<file path="src/rtl/game_pkg.sv">
// Shared definitions for the whack-a-mole game blocks: state encoding,
// LFSR taps and the clock-derived timing defaults.
package game_pkg;

    typedef enum logic {
        IDLE   = 1'b0,
        ACTIVE = 1'b1
    } state_t;

    // Galois taps for x^16 + x^14 + x^13 + x^11 + 1 (right-shifting form)
    localparam logic [15:0] LFSR_TAPS = 16'hB400;

    localparam int unsigned CLK_FREQ_HZ       = 100_000_000;
    localparam int unsigned DEFAULT_ON_CYCLES = CLK_FREQ_HZ;

endpackage

</file>
<file path="src/rtl/lfsr16.sv">
// Free-running 16-bit Galois LFSR; shared source of randomness for game events.
module lfsr16
    import game_pkg::*;
#(
    parameter logic [15:0] SEED = 16'hACE1
) (
    input  logic        clk,
    input  logic        rst,
    output logic [15:0] lfsr
);

    always_ff @(posedge clk or posedge rst) begin
        if (rst) begin
            lfsr <= SEED;
        end else begin
            lfsr <= {1'b0, lfsr[15:1]} ^ (lfsr[0] ? LFSR_TAPS : 16'h0000);
        end
    end

endmodule

</file>
<file path="src/rtl/target_ctrl.sv">
// One whack-a-mole round per spawn pulse: light a random target, judge the
// player's press or the timeout, and keep saturating hit/miss tallies.
module target_ctrl
    import game_pkg::*;
#(
    parameter int          NUM_TARGETS = 8,
    parameter int unsigned ON_CYCLES   = DEFAULT_ON_CYCLES,
    parameter logic [15:0] LFSR_SEED   = 16'hACE1,
    parameter int          SCORE_W     = 8
) (
    input  logic                   clk,
    input  logic                   rst,
    input  logic                   enable,
    input  logic                   spawn,
    input  logic [NUM_TARGETS-1:0] btn,
    input  logic                   clr_score,
    output logic [NUM_TARGETS-1:0] led,
    output logic                   hit,
    output logic                   miss,
    output logic [SCORE_W-1:0]     hits,
    output logic [SCORE_W-1:0]     misses,
    output logic                   busy
);

    localparam int IDXW = $clog2(NUM_TARGETS);
    localparam int TW   = $clog2(ON_CYCLES);

    state_t                 state, state_n;
    logic [15:0]            lfsr;
    logic [IDXW-1:0]        prev_idx, prev_n, raw_idx, idx;
    logic [TW-1:0]          timer, timer_n;
    logic [NUM_TARGETS-1:0] btn_q, btn_rise, led_n;
    logic                   hit_n, miss_n;
    logic [SCORE_W-1:0]     hits_n, misses_n, hits_sat, misses_sat;
    logic                   unused_lfsr_bits;

    lfsr16 #(.SEED(LFSR_SEED)) u_lfsr (
        .clk  (clk),
        .rst  (rst),
        .lfsr (lfsr)
    );

    assign unused_lfsr_bits = ^lfsr[15:IDXW];

    // Never repeat the previous target: bump a collision to the next slot
    assign raw_idx = lfsr[IDXW-1:0];
    assign idx     = (raw_idx == prev_idx) ? raw_idx + IDXW'(1) : raw_idx;

    assign btn_rise   = btn & ~btn_q;
    assign hits_sat   = (&hits)   ? hits   : hits   + SCORE_W'(1);
    assign misses_sat = (&misses) ? misses : misses + SCORE_W'(1);
    assign busy       = (state == ACTIVE);

    always_ff @(posedge clk or posedge rst) begin
        if (rst) begin
            state    <= IDLE;
            led      <= '0;
            hit      <= 1'b0;
            miss     <= 1'b0;
            hits     <= '0;
            misses   <= '0;
            prev_idx <= '0;
            timer    <= '0;
            btn_q    <= '0;
        end else begin
            state    <= state_n;
            led      <= led_n;
            hit      <= hit_n;
            miss     <= miss_n;
            hits     <= hits_n;
            misses   <= misses_n;
            prev_idx <= prev_n;
            timer    <= timer_n;
            btn_q    <= btn;
        end
    end

    // Round judging order: clean target press, any other press, then timeout
    always_comb begin
        state_n  = state;
        led_n    = led;
        timer_n  = timer;
        prev_n   = prev_idx;
        hit_n    = 1'b0;
        miss_n   = 1'b0;
        hits_n   = hits;
        misses_n = misses;

        if (!enable) begin
            state_n = IDLE;
            led_n   = '0;
        end else begin
            case (state)
                IDLE: begin
                    if (spawn) begin
                        state_n = ACTIVE;
                        led_n   = NUM_TARGETS'(1) << idx;
                        prev_n  = idx;
                        timer_n = TW'(ON_CYCLES - 1);
                    end
                end
                ACTIVE: begin
                    if (btn_rise == led) begin
                        hit_n   = 1'b1;
                        hits_n  = hits_sat;
                        led_n   = '0;
                        state_n = IDLE;
                    end else if (btn_rise != '0 || timer == '0) begin
                        miss_n   = 1'b1;
                        misses_n = misses_sat;
                        led_n    = '0;
                        state_n  = IDLE;
                    end else begin
                        timer_n = timer - TW'(1);
                    end
                end
                default: begin
                    state_n = IDLE;
                    led_n   = '0;
                end
            endcase
        end

        if (clr_score) begin
            hits_n   = '0;
            misses_n = '0;
        end
    end

endmodule

</file>
<file path="config.mk">
export PLATFORM = sky130hd
export DESIGN_NAME = target_ctrl
export DESIGN_NICKNAME = d
export VERILOG_FILES = /design/src/rtl/game_pkg.sv /design/src/rtl/lfsr16.sv /design/src/rtl/target_ctrl.sv
export SDC_FILE = /design/constraint.sdc
export NUM_CORES = 1
export LEC_CHECK = 0
export ABC_AREA = 1
export CAP_MARGIN = 20
export CORE_ASPECT_RATIO = 1.2
export CORE_MARGIN = 1.5
export CORE_UTILIZATION = 54
export CTS_BUF_LIST = sky130_fd_sc_hd__clkbuf_4
export DETAILED_ROUTE_END_ITERATION = 7
export PLACE_DENSITY = 0.75
export SLEW_MARGIN = 20
export SYNTH_ARGS = -nofsm -noshare
export SYNTH_HDL_FRONTEND = slang
export SYNTH_SLANG_ARGS = --single-unit
</file>
<file path="constraint.sdc">
create_clock -name clk -period 2.72 [get_ports clk]
set_clock_uncertainty 0.05 [all_clocks]
set_input_delay 0.68 -clock clk [delete_from_list [all_inputs] [get_ports clk]]
set_output_delay 0.68 -clock clk [all_outputs]
set_load 0.01 [all_outputs]
</file>
* After elaboration in Yosys (flattened, before gate mapping)
Cells that the tools add are included.
Operators by class: add/sub/neg operators 4, equality and inequality tests 10, shift operators 1, muxes and demuxes 34, bitwise gates (word level) 4, reductions and logical operators 14
Operator list (count):
- 8-bit two-way mux | 15
- 27-bit two-way mux | 3
- 27-bit case mux with 2 select lines | 1
- 27-bit zero test | 1
- 27-bit by 1-bit subtractor with 27-bit output (second input constant) | 1
- 8-bit by 1-bit adder with 8-bit output (second input constant) | 2
- 16-bit two-way mux | 1
- 8-bit case mux with 2 select lines | 1
- 8-bit AND reduction | 2
- 15-bit by 16-bit XOR with 16-bit output | 1
- 2-bit != test (second input constant) | 6
- 1-bit two-way mux | 11
- 8-bit AND | 1
- 8-bit equality test | 1
- 8-bit NOT | 1
- 4-bit AND reduction | 2
- 2-bit nonzero test | 4
- 8-bit nonzero test | 1
- 1-bit by 3-bit left shift with 8-bit output (first input constant) | 1
- 5-bit AND reduction | 1
- 4-bit by 2-bit != test with 1-bit output (second input constant) | 1
- 3-bit by 1-bit adder with 3-bit output (second input constant) | 1
- 3-bit equality test | 1
- 3-bit two-way mux | 1
- other kinds (6) | 6
Storage, ports and cells: bits in registers 81, input bits 13, output and inout bits 27, word-level logic and storage cells 77

* Logic depth before layout (Yosys ltp)
depth in word-level cells 9, gate-level depth with buffers 14, gate-level depth less buffers 13

* Hierarchy
From an unflattened synthesis, not the netlist that was laid out.
Unflattened totals: cell total of the unflattened synthesis 599, area total of the unflattened synthesis 4525.6 µm²
By module, submodules not included:
- target_ctrl | instances 1, cells each 569, area each 4062.6 µm², seq. area each 1626.6 µm²
- lfsr16 | instances 1, cells each 30, area each 462.9 µm², seq. area each 410.4 µm²

* Worst setup path after synthesis
OpenSTA, ideal clock, no wires.
path type input -> register, start in btn[3], end reg hits[0], library setup time 0.121 ns, arrival 1.627 ns, data required time 2.549 ns, slack 0.922 ns, cell stages on the path 11, buffers on the path 1, cell sequence nand2_1 -> nand2_1 -> nand2_1 -> nand3_1 -> nor2_1 -> nand2_2 -> nand2_1 -> nand3_2 -> buf_4 -> nand2_1 -> o21ai_1
On the way: longest elaborated chain between the ends 4
Ends and longest elaborated chain:
- from (decl) | line target_ctrl.sv:15 | input logic [NUM_TARGETS-1:0] btn,
- 8-bit AND | line target_ctrl.sv:49 | assign btn_rise = btn & ~btn_q;
- 8-bit equality test | line target_ctrl.sv:103 | if (btn_rise == led) begin
- 2-bit nonzero test (no line)
- 4-bit AND reduction (no line)
- to (signal assigned) | line target_ctrl.sv:70 | hits <= hits_n;
- to (decl) | line target_ctrl.sv:20 | output logic [SCORE_W-1:0] hits,
Every way passes these cells. A chain may end at the register's enable or synchronous reset.

* Worst setup path in the final report
start reg state, in the netlist busy, end out busy
RTL lines:
- from (decl) | line target_ctrl.sv:28 | state_t state, state_n;
- from (signal assigned) | line target_ctrl.sv:66 | state <= state_n;
- to (decl) | line target_ctrl.sv:22 | output logic busy
No word-level cell between the ends.

==> implementation parameters <==
Parameter                              Value

Run status
  Outcome ... complete, no violations

Final layout
  Commonest non-fill, non-tap cells in the layout ... sky130_fd_sc_hd__nand2_1 (173), sky130_fd_sc_hd__dfrtp_1 (73), sky130_fd_sc_hd__inv_1 (67), sky130_fd_sc_hd__nor2_1 (67), sky130_fd_sc_hd__nand3_1 (57)
  Combined flip-flop and latch cell area ... 2040 µm²
  Fill cells ... approximately 700
  Multi-input logic area ... between 2000 and 2500 µm²
  Area growth from synthesis to layout ... 15.2%
  Most common cell after layout, fill and taps aside ... sky130_fd_sc_hd__nand2_1
  Antenna Cells ... 0
  Post-layout net count ... 650
  Post-route cell area ... approximately 5200 µm²
  Fin cells ... 752
  Proportion of layout cells with a drive suffix above 1 ... 0.122

STA
  Total count of max-transition violations in the final report ... 0
  Period utilization ... 0.845
  Clock period minus worst slack ... approximately 2.3 ns
  Worst relative slew slack ... 0.671
  Slew @ Worst Pin ... between 0.4 and 0.5 ns
  Setup total negative slack ... 0 ns
  Maximum clock frequency ... ~440 MHz
  Final hold viol count ... 0
  Final setup violation count ... 0
  RSZ-0062 raised after global routing ... false

Synth
  Nets in the synthesized netlist ... roughly 600
  Register bit total from synthesis ... 81
  Post-synthesis cell count ... between 500 and 600
  Synth warn ... 0
  Netlist Area Pre-Place ... between 4000 and 5000 µm²
  Mean post-synth cell area ... about 7.7 µm²
  Part of the Yosys area used for sequential elements ... 0.449
  Synth cell types ... 30

Placed design
  Post-Place Cells ... around 740
  Cell area after placement ... 5060 µm²
  Estimated wirelength of the detail-placed design ... approximately 7200 µm
  Number of buffers added on ports ... 39
  Final weighted congestion in routability-driven placement ... 0.861

Power and ir drop
  IR drop worst, VDD ... 329 µV
  Leakage ... roughly 0.0026 µW
  Power density normalized to cell area ... 514 nW/µm²

Floorplan
  Initial Util ... 0.556
  Die outline height ... slightly above 100 µm
  Number of cell rows ... 36
  Overall die area ... ~9000 µm²
  Count of boundary I/O pins ... 40
  Die width ... around 87 µm
  Core outline area ... approximately 8000 µm²

Critical path
  Nature of the critical path startpoint ... flop
  Max stage delay cell, worst path ... sky130_fd_sc_hd__clkdlybuf4s50_1
  Slowest Stage Delay on Critical Path ... roughly 0.6 ns
  Maximum fanout along the worst path ... 7
  Required time at the worst-slack endpoint ... 1.99 ns
  Kind of cell adding the most delay to the critical path ... buffers and inverters
  Worst setup EP type ... primary output
  Arrival time of data at the critical path endpoint ... roughly 1.6 ns
  Worst path buffer plus inverter count ... 1
  Crit-path cells ... clkdlybuf4s50_1
  CP Class ... flop to primary output

Clocking
  Master cell of the clock root buffer ... sky130_fd_sc_hd__clkbuf_4
  CTS Buf Count ... 9
  CTS clock-pin slew for the worst setup and hold paths ... 0.14 ns
  H-tree lvl count ... 3
  Number of gates given a new drive strength after cts ... 0
  Largest buffer count on any clock path ... 2
  Setup Buffers After CTS ... 0
  Clock sink count ... just over 80
  Hold buffer count at CTS ... 0
  Worst-Skew Late Latency ... 0.43 ns
  CTS tree ... built

Global routing
  Number of antenna violations at the first check in global routing ... 0
  Pin count of the biggest net entering global routing ... 41
  Total congestion overflow ... 0
  Total GRT Usage ... 0.240
  Wire length of the first global-routing pass ... about 17000 µm
  Number of global-route vias before repair ... between 3000 and 4000

Detailed routing
  Pre-antenna DRT Iters ... 4
  Number of nets with antenna violations after routing ... 0
  Number of design-rule violations left by the first detailed-router iteration ... 144
  Number of DRC violations after detailed routing ... 0
  Drt wl/cell ... around 13 µm
  Sum of routed wire length over all layers ... around 10000 µm
  Per-cell via count in the routed design ... about 5.1
  Via count of the routed design ... 3837

Worst hold path
  Hold Crit Class ... flop to flop

Job
  # Max-Cap Violations ... 0
[metal layers]
layer | vias to the layer above | wire length (µm) | track usage
met5 | - | 0 | 0
met4 | 0 | 240 | 0.112
met3 | 20 | 262 | 0.0302
met2 | 60 | 4980 | 0.415
met1 | 1811 | 4480 | 0.302
li1 | 1946 | - | -
[cell usage after synthesis]
| cell | number | area (µm²) |
|---|---|---|
| sky130_fd_sc_hd__a21oi_1 | 5 | 25.0 |
| sky130_fd_sc_hd__a31o_2 | 1 | 8.76 |
| sky130_fd_sc_hd__and3_1 | 1 | 6.26 |
| sky130_fd_sc_hd__buf_4 | 2 | 15.0 |
| sky130_fd_sc_hd__buf_6 | 6 | 67.6 |
| sky130_fd_sc_hd__clkbuf_1 | 5 | 18.8 |
| sky130_fd_sc_hd__dfrtp_1 | 73 | 1830 |
| sky130_fd_sc_hd__dfstp_2 | 8 | 210 |
| sky130_fd_sc_hd__ha_1 | 4 | 50.1 |
| sky130_fd_sc_hd__inv_1 | 68 | 255 |
| sky130_fd_sc_hd__nand2_1 | 173 | 649 |
| sky130_fd_sc_hd__nand2_2 | 6 | 37.5 |
| sky130_fd_sc_hd__nand2_4 | 2 | 22.5 |
| sky130_fd_sc_hd__nand3_1 | 57 | 285 |
| sky130_fd_sc_hd__nand3_2 | 2 | 20.0 |
| sky130_fd_sc_hd__nand3_4 | 1 | 17.5 |
| sky130_fd_sc_hd__nand3b_1 | 4 | 30.0 |
| sky130_fd_sc_hd__nand4_1 | 11 | 68.8 |
| sky130_fd_sc_hd__nor2_1 | 67 | 251 |
| sky130_fd_sc_hd__nor2_2 | 4 | 25.0 |
| sky130_fd_sc_hd__nor2_4 | 4 | 45.0 |
| sky130_fd_sc_hd__nor3_1 | 4 | 20.0 |
| sky130_fd_sc_hd__nor3b_1 | 3 | 22.5 |
| sky130_fd_sc_hd__o21ai_0 | 13 | 65.1 |
| sky130_fd_sc_hd__o21ai_1 | 14 | 70.1 |
| sky130_fd_sc_hd__o21ai_2 | 17 | 149 |
| sky130_fd_sc_hd__or2_2 | 6 | 37.5 |
| sky130_fd_sc_hd__xnor2_1 | 7 | 61.3 |
| sky130_fd_sc_hd__xnor2_2 | 1 | 16.3 |
| sky130_fd_sc_hd__xor2_1 | 18 | 158 |
[through the flow]
stage | power (µW) | hold slack, ns | utilization | worst slack (ns)
after floorplan | 1730 | 0.281 | - | 0.922
after global placement | 1880 | 0.286 | 0.621 | 0.0537
after detailed placement | 1890 | 0.286 | 0.621 | 0.000380
after CTS | 2700 | 0.308 | 0.641 | 0.400
after global routing | 2830 | 0.312 | 0.641 | 0.273
final | 2680 | 0.300 | 0.641 | 0.422
[cell type report]
type / instances / area share
clock buffer: 11 / 0.0158
clock inverter: 5 / 0.0153
inverter: 68 / 0.0496
multi-input combinational: 425 / 0.410
sequential: 81 / 0.390
tap: 114 / 0.0273
timing repair buffer: 48 / 0.0924
[final timing paths]
| check | cells past startpoint | end | startpoint | slack (ns) |
|---|---|---|---|---|
| setup / recovery | 1 | busy | busy | 0.42 |
| hold / removal | 0 | u_lfsr.lfsr[11] | u_lfsr.lfsr[12] | 0.30 |
| setup reg to reg | 11 | timer[8] | timer[0] | 0.61 |
| hold reg to reg | 0 | u_lfsr.lfsr[11] | u_lfsr.lfsr[12] | 0.30 |
| max in group asynchronous | 3 | u_lfsr.lfsr[6] | rst | 1.49 |
| min in group asynchronous | 2 | misses[2] | rst | 0.54 |
[sequential cells by signal, indices dropped and copies added (netlist names)]
signal	cells
hit	1
prev_idx	3
misses	8
timer	27
busy	1
hits	8
btn_q	8
led	8
u_lfsr.lfsr	16
miss	1
[report_power, final]
group / switching (µW) / internal [µW]
Sequential: 83.9 / 1280
Combinational: 308 / 198
Clock: 420 / 392
Total: 813 / 1870
[cell families (layout without fill, tap and decap cells)]
group	after synthesis	after routing	share of synthesized area
adders and majority gates	4	4	0.0110
xor gates and xnor gates	26	26	0.0519
AOI/OAI and AO/OA	50	50	0.0701
and+or+nand+nor	345	345	0.339
DFF	81	81	0.449
buffers and inverters	81	132	0.0786
Power figures use the tool's default switching activity.
